File: src/rtl/ir_fetch_controller.sv
// Moore FSM that sequences two byte reads into the 16-bit IR, then an execute phase with a watchdog.
// Optional memory wait states are enabled by defining WAIT_STATE_EN.
module ir_fetch_controller #(
    parameter logic HI_FIRST     = 1'b0,
    parameter int   EXEC_TIMEOUT = 15,
    parameter int   TCNT_W       = 8
) (
    input  logic              Clock,
    input  logic              Reset,
    input  logic              Start,
    input  logic              Halt,
    input  logic              ExecDone,
    input  logic              MemReady,
    output logic              MemRead,
    output logic              PC_Inc,
    output logic              IR_Write,
    output logic              IR_LH,
    output logic              ExecPhase,
    output logic [TCNT_W-1:0] T,
    output logic              InstrValid,
    output logic              Busy,
    output logic              Fault
);

    typedef enum logic [2:0] {
        S_IDLE   = 3'd0,
        S_FETCH1 = 3'd1,
        S_FETCH2 = 3'd2,
        S_EXEC   = 3'd3,
        S_HALTED = 3'd4
    } state_t;

    localparam logic [TCNT_W-1:0] TIMEOUT_VAL = TCNT_W'(EXEC_TIMEOUT);
    localparam logic [TCNT_W-1:0] T_MAX       = {TCNT_W{1'b1}};

    state_t            state_q, state_d;
    logic [TCNT_W-1:0] t_q, t_d;
    logic              fault_q, fault_d;
    logic              byte_ok;

`ifdef WAIT_STATE_EN
    assign byte_ok = MemReady;
`else
    // Every fetch byte completes in one cycle; MemReady is kept only for port compatibility.
    logic unused_mem_ready;
    assign unused_mem_ready = MemReady;
    assign byte_ok          = 1'b1;
`endif

    always_ff @(posedge Clock or negedge Reset) begin
        if (!Reset) begin
            state_q <= S_IDLE;
            t_q     <= '0;
            fault_q <= 1'b0;
        end else begin
            state_q <= state_d;
            t_q     <= t_d;
            fault_q <= fault_d;
        end
    end

    always_comb begin
        state_d = state_q;
        fault_d = fault_q;
        unique case (state_q)
            S_IDLE:   if (Start) state_d = S_FETCH1;
            S_FETCH1: if (byte_ok) state_d = S_FETCH2;
            S_FETCH2: if (byte_ok) state_d = S_EXEC;
            S_EXEC: begin
                // Completion wins over the watchdog when both land on the same cycle.
                if (ExecDone && Halt) begin
                    state_d = S_HALTED;
                end else if (ExecDone) begin
                    state_d = S_FETCH1;
                end else if (t_q == TIMEOUT_VAL) begin
                    state_d = S_HALTED;
                    fault_d = 1'b1;
                end
            end
            S_HALTED: state_d = S_HALTED;
            default:  state_d = S_IDLE;
        endcase
    end

    // T counts only while EXEC continues; any entry into EXEC starts it from zero.
    always_comb begin
        t_d = '0;
        if (state_q == S_EXEC && state_d == S_EXEC) begin
            t_d = (t_q == T_MAX) ? t_q : t_q + 1'b1;
        end
    end

    always_comb begin
        MemRead    = 1'b0;
        PC_Inc     = 1'b0;
        IR_Write   = 1'b0;
        IR_LH      = 1'b0;
        ExecPhase  = 1'b0;
        InstrValid = 1'b0;
        Busy       = 1'b0;
        unique case (state_q)
            S_FETCH1: begin
                MemRead  = 1'b1;
                IR_Write = byte_ok;
                PC_Inc   = byte_ok;
                IR_LH    = HI_FIRST;
                Busy     = 1'b1;
            end
            S_FETCH2: begin
                MemRead  = 1'b1;
                IR_Write = byte_ok;
                PC_Inc   = byte_ok;
                IR_LH    = ~HI_FIRST;
                Busy     = 1'b1;
            end
            S_EXEC: begin
                ExecPhase  = 1'b1;
                InstrValid = (t_q == '0);
                Busy       = 1'b1;
            end
            default: begin
            end
        endcase
    end

    assign T     = t_q;
    assign Fault = fault_q;

endmodule

File: config.mk
export PLATFORM = sky130hd
export DESIGN_NAME = ir_fetch_controller
export DESIGN_NICKNAME = d
export VERILOG_FILES = /design/src/rtl/ir_fetch_controller.sv
export SDC_FILE = /design/constraint.sdc
export NUM_CORES = 1
export LEC_CHECK = 0
export BUFFER_PORTS_ARGS = -buffer_cell sky130_fd_sc_hd__buf_2
export CORE_MARGIN = 3
export CORE_UTILIZATION = 45
export CTS_BUF_LIST = sky130_fd_sc_hd__clkbuf_8
export DETAILED_ROUTE_END_ITERATION = 12
export GPL_TIMING_DRIVEN = 1
export MAX_ROUTING_LAYER = met4
export PLACE_DENSITY = 0.69
export SLEW_MARGIN = 25
export SYNTH_ARGS = -nofsm -noshare
export SYNTH_HDL_FRONTEND = slang
export SYNTH_SLANG_ARGS = --single-unit
File: constraint.sdc
create_clock -name Clock -period 2.4 [get_ports Clock]
set_input_delay 0.48 -clock Clock [delete_from_list [all_inputs] [get_ports Clock]]
set_output_delay 0.48 -clock Clock [all_outputs]
set_load 0.02 [all_outputs]
Word level (Yosys, flattened, before mapping)
Cells that the tools add are included.

storage, ports and cells
  flip-flop bits (word level) = 12
  latch bits = 0
  bits in writable memories = 0
  bits in read-only memories = 0
  input port bits = 6
  output and inout bits = 16
  logic and storage cells = 33
  memories kept = 0

cells by class
  add/sub/neg operators = 1
  $mul = 0
  div/mod/pow operators = 0
  order comparisons = 0
  equality and inequality tests = 8
  shift-type cells = 0
  multiplexer cells = 12
  bitwise logic cells = 2
  reductions and logical operators = 7

operator list
  operator                                       number
  2-to-1 mux 8 bit                               2
  case mux 3 bit (5 select lines)                1
  2-to-1 mux 3 bit                               4
  == test 3 x 2 -> 1 bit, second input constant  3
  adder 8 x 1 -> 8 bit, second input constant    1
  == test 8 x 4 -> 1 bit, second input constant  1
  == test 8 bit, second input constant           1
  zero test 8 bit                                1
  2-to-1 mux 1 bit                               5
  AND reduction 4 bit                            1
  == test 3 x 1 -> 1 bit, second input constant  1
  == test 3 bit, second input constant           1
  zero test 3 bit                                1
  OR reduction 3 bit                             1
  logical AND 1 bit                              2
  inequality test 2 bit, second input constant   1
  inverter 1 bit                                 2
  OR reduction 2 bit                             1

Logic depth before layout (Yosys ltp)
  depth in word-level cells = 8
  mapped depth = 6
  gate-level depth less buffers = 5

Worst setup path after synthesis
Ideal clock, no wire load.

  path type = register to output
  start = reg t_q[4], in the netlist T[4]
  end = out InstrValid
  arrival = 1592 ps
  required time = 1920 ps
  setup slack = 328 ps
  stages on the path, launching flop included = 3
  buffers on the path = 0
  cell sequence = dfrtp_1 or4_4 nor3_1

between the ends
  cells in the longest elaborated chain, start to end = 2

RTL lines
  item                    RTL line  RTL
  start, declared         37        logic [TCNT_W-1:0] t_q, t_d;
  start signal, assigned  57        t_q <= t_d;
  zero test 8 bit         118       InstrValid = (t_q == '0);
  2-to-1 mux 1 bit        101       unique case (state_q)
  end, declared           20        output logic InstrValid,

No other way between the ends.

Final worst setup path
Same ends and word-level chain as after synthesis.

==> summary.md <==
| Metric | Value |
|---|---|
| Status | `finished clean` |
| Reg-to-Reg Start | `T[4]` |
| Worst min path class | `input pin to async pin` |
| Post-DRT Antenna Nets | `0` |
| Top-area cell type share of the netlist area | `46.24%` |
| Setup Buffers After CTS | `0` |
| Hold Fails Final Rpt | `0` |
| Clk pin slew, worst setup/hold paths | `0.06 ns` |
| Number of diodes | `0` |
| Nets | `98` |
| PD cells | `1103 mW/mm²` |
| Buffers added on ports | `20` |
| CTS buffer count | `3` |
| Clk root buf | `clkbuf_8` |
| First-pass GRT wire length | `2387 µm` |
| Routed vias/inst | `5.673` |
| Mapped Nets | `76` |
| Multi-input logic area | `311.5 µm²` |
| Crit path to | `InstrValid` |
| Layout cells sized above 1 | `32.58%` |
| Initial DRC count | `12` |
| VDD IR max | `0.0004374 V` |
| GRT overflow | `0` |
| Setup TNS | `0 ns` |
| Fillcell total | `115` |
| Number of buffers inserted by hold repair at cts | `0` |
| Total of max-cap violations | `0` |
| Clk sinks | `12` |
| Detailed-route DRC error count | `0` |
| Die area | `0.001935 mm²` |
| Critical path arrival | `1.68 ns` |
| CTS tree | `built` |
| Drt first pass iters | `4` |
| R2R Path End | `T[4]` |
| Clock skew | `0.004418 ns` |
| Distinct cells, synth | `27` |
| Crit Path Category | `flip-flop to output pin` |
| R2R Setup Slk | `0.63 ns` |
| Maximum clock rate | `462.3 MHz` |
| Clock latency on the worst-skew pair | `0.24 ns` |
| Part of the power in combinational logic | `43.8%` |
| Ys flop type | `dfrtp_1` |
| Vias in the first global route | `551` |
| CORE AREA | `0.001334 mm²` |
| Clock Path Buffers | `2` |
| Critical Path End Type | `output pin` |
| Wire length per cell | `13.63 µm` |
| GR Util All Layers | `17.31%` |
| RSZ-0062 raised after global routing | `no` |
| Slew Limit Fails | `0` |
| Non-Filler Instances | `104` |
| Clock group share of total power | `24.9%` |
| Worst R2R Path Depth | `4` |
| GPL Wtd Cong | `0.8234` |
| Final core area utilization | `60.32%` |
| Die X | `43.99 µm` |
| Top cells by area, synth | `dfrtp_1 (46%), a31oi_1 (4.8%), nor2_1 (4.0%), ha_1 (3.9%), nor3_1 (3.9%)` |
| Async SR Flop Fraction | `100.0%` |
| Register area | `300.3 µm²` |
| Final worst path period share | `90.13%` |
| Pint | `0.0005145 W` |
| Sw Pwr | `0.0003733 W` |
| Seq/Total Area, Yosys | `46.24%` |
| Critical path data required time | `1.92 ns` |
| Routed wire length | `1417 µm` |
| Rel. slew slack | `71.48%` |
| HPWL Detailed | `1006 µm` |
| Startpoint types | `flip-flop` |
| Synth-to-layout area growth | `23.89%` |
| Cell taking the most area after synthesis | `dfrtp_1` |
| Seq cells post-synth | `12` |
| Initial antenna violation count | `0` |
| Final setup vio count | `0` |
| Warnings from Yosys | `0` |
| Die H | `43.99 µm` |
| Via count | `590` |
| Initial Utilization | `48.69%` |
| Worst Setup SP | `T[4]` |
| Net Sw Frac | `42.05%` |
| Row count | `13` |
| Number of flops mapped to enable cells by yosys | `0` |
| Tightest Pin Transition | `0.4265 ns` |
| Largest net degree at the start of global routing | `13` |
| Syn Inst Count | `68` |
| Reg power frac | `31.3%` |
| Min Tclk post-route | `2.163 ns` |
| Syn Std Cell Area | `649.4 µm²` |
| CTS resizes | `0` |
| Synth Area per Inst | `9.550 µm²` |
| Placed cell count | `100` |
| Lkg Pwr | `0.4202 nW` |
| Ports | `22` |
| H-tree Lvls | `1` |
| Crit-path max FO | `9` |
==> area by class of cell <==
cell class	instances	share of cell area (%)
clock buffers	4	6.843
inverters	5	2.333
multi-input cells	48	38.72
flip-flops and latches	12	37.33
well taps	15	2.333
repair buffers	20	12.44
==> sequential cells by signal, indices dropped and copies added, names as in the netlist <==
| register | count |
|---|---|
| Fault | 1 |
| T | 8 |
| state_q | 3 |
==> worst max-delay path, cell delays in order, from the launching register on <==
cell and delay [ns]:
dfrtp_1 0.46, or4_4 0.59, nor3_1 0.20, buf_2 0.19
==> layer usage <==
layer | track usage, % | vias to the layer above | routed length [µm]
met5 | - | - | 0
met3 | 4.979 | 2 | 89
met1 | 21.19 | 275 | 672
met4 | 7.229 | 0 | 10
met2 | 26.45 | 19 | 645
li1 | - | 294 | -
==> cell usage after synthesis (2+ instances only) <==
cell / n
a211oi_1: 2
a21oi_1: 3
a31oi_1: 5
buf_4: 2
dfrtp_1: 12
ha_1: 2
inv_1: 5
nand2_1: 2
nand3_1: 3
nor2_1: 7
nor3_1: 5
o21a_1: 2
o21ai_0: 3
or4_4: 2
==> kinds of logic (layout without fill, tap and decap cells) <==
| logic type | count (synthesis) | in the layout | synth area share [%] |
|---|---|---|---|
| buffers and inverters | 8 | 29 | 5.779 |
| adders and majority gates | 2 | 2 | 3.853 |
| AOI/OAI and AO/OA | 18 | 18 | 19.07 |
| DFF | 12 | 12 | 46.24 |
| xor gates and xnor gates | 1 | 1 | 1.349 |
| muxes | 1 | 1 | 1.541 |
| and+or+nand+nor | 26 | 26 | 22.16 |
==> worst min path at each step <==
stage / start / to / slack (ns) / depth (start not counted)
after CTS: Reset / state_q[0] / 0.12 / 1
final: Reset / state_q[0] / 0.11 / 1
after global placement: Reset / state_q[1] / 0.37 / 1
after global routing: Reset / Fault / 0.13 / 1
after floorplan: Reset / Fault / 0.18 / 0
after detailed placement: Reset / T[7] / 0.37 / 1
==> stage by stage <==
| stage | total power (W) | hold WS (ns) | setup slack [ns] | instance area (µm²) |
|---|---|---|---|---|
| after floorplan | 0.0005912 | 0.1844 | 0.3280 | 649.4 |
| after global placement | 0.0006653 | 0.3697 | 0.5224 | 749.5 |
| after detailed placement | 0.0006711 | 0.3736 | 0.5033 | 749.5 |
| after CTS | 0.0008942 | 0.1170 | 0.2372 | 804.5 |
| after global routing | 0.0009463 | 0.1260 | 0.1715 | 804.5 |
| final | 0.0008878 | 0.1052 | 0.2369 | 804.5 |
==> power groups by stage <==
stage | clock, W | combinational [W] | sequential, W
floorplan | 0 | 0.000313 | 0.000279
global placement | 0 | 0.000388 | 0.000277
detailed placement | 0 | 0.000391 | 0.000280
CTS | 0.000223 | 0.000394 | 0.000277
global route | 0.000235 | 0.000426 | 0.000285
finish | 0.000221 | 0.000389 | 0.000278
==> placed cells by master (no fill, tap or decap) <==
cell type | synthesis | final
inv_1 | 5 | 5
o211ai_2 | 1 | 1
o21a_1 | 2 | 2
and3_1 | 1 | 1
a41o_2 | 1 | 1
nand3_1 | 3 | 3
a32oi_1 | 1 | 1
mux2i_1 | 1 | 1
nor3_1 | 5 | 5
nand3b_1 | 1 | 1
and3_2 | 1 | 1
a211oi_1 | 2 | 2
ha_1 | 2 | 2
clkbuf_8 | 0 | 4
or4_4 | 2 | 2
buf_2 | 0 | 20
a31oi_1 | 5 | 5
xnor2_1 | 1 | 1
nor3b_1 | 1 | 1
o21ai_0 | 3 | 3
nor2_1 | 7 | 7
nand4_1 | 1 | 1
nor2b_1 | 1 | 1
dfrtp_1 | 12 | 12
a21oi_1 | 3 | 3
nand2b_1 | 1 | 1
nand2_1 | 2 | 2
Power figures use the tool's default switching activity.
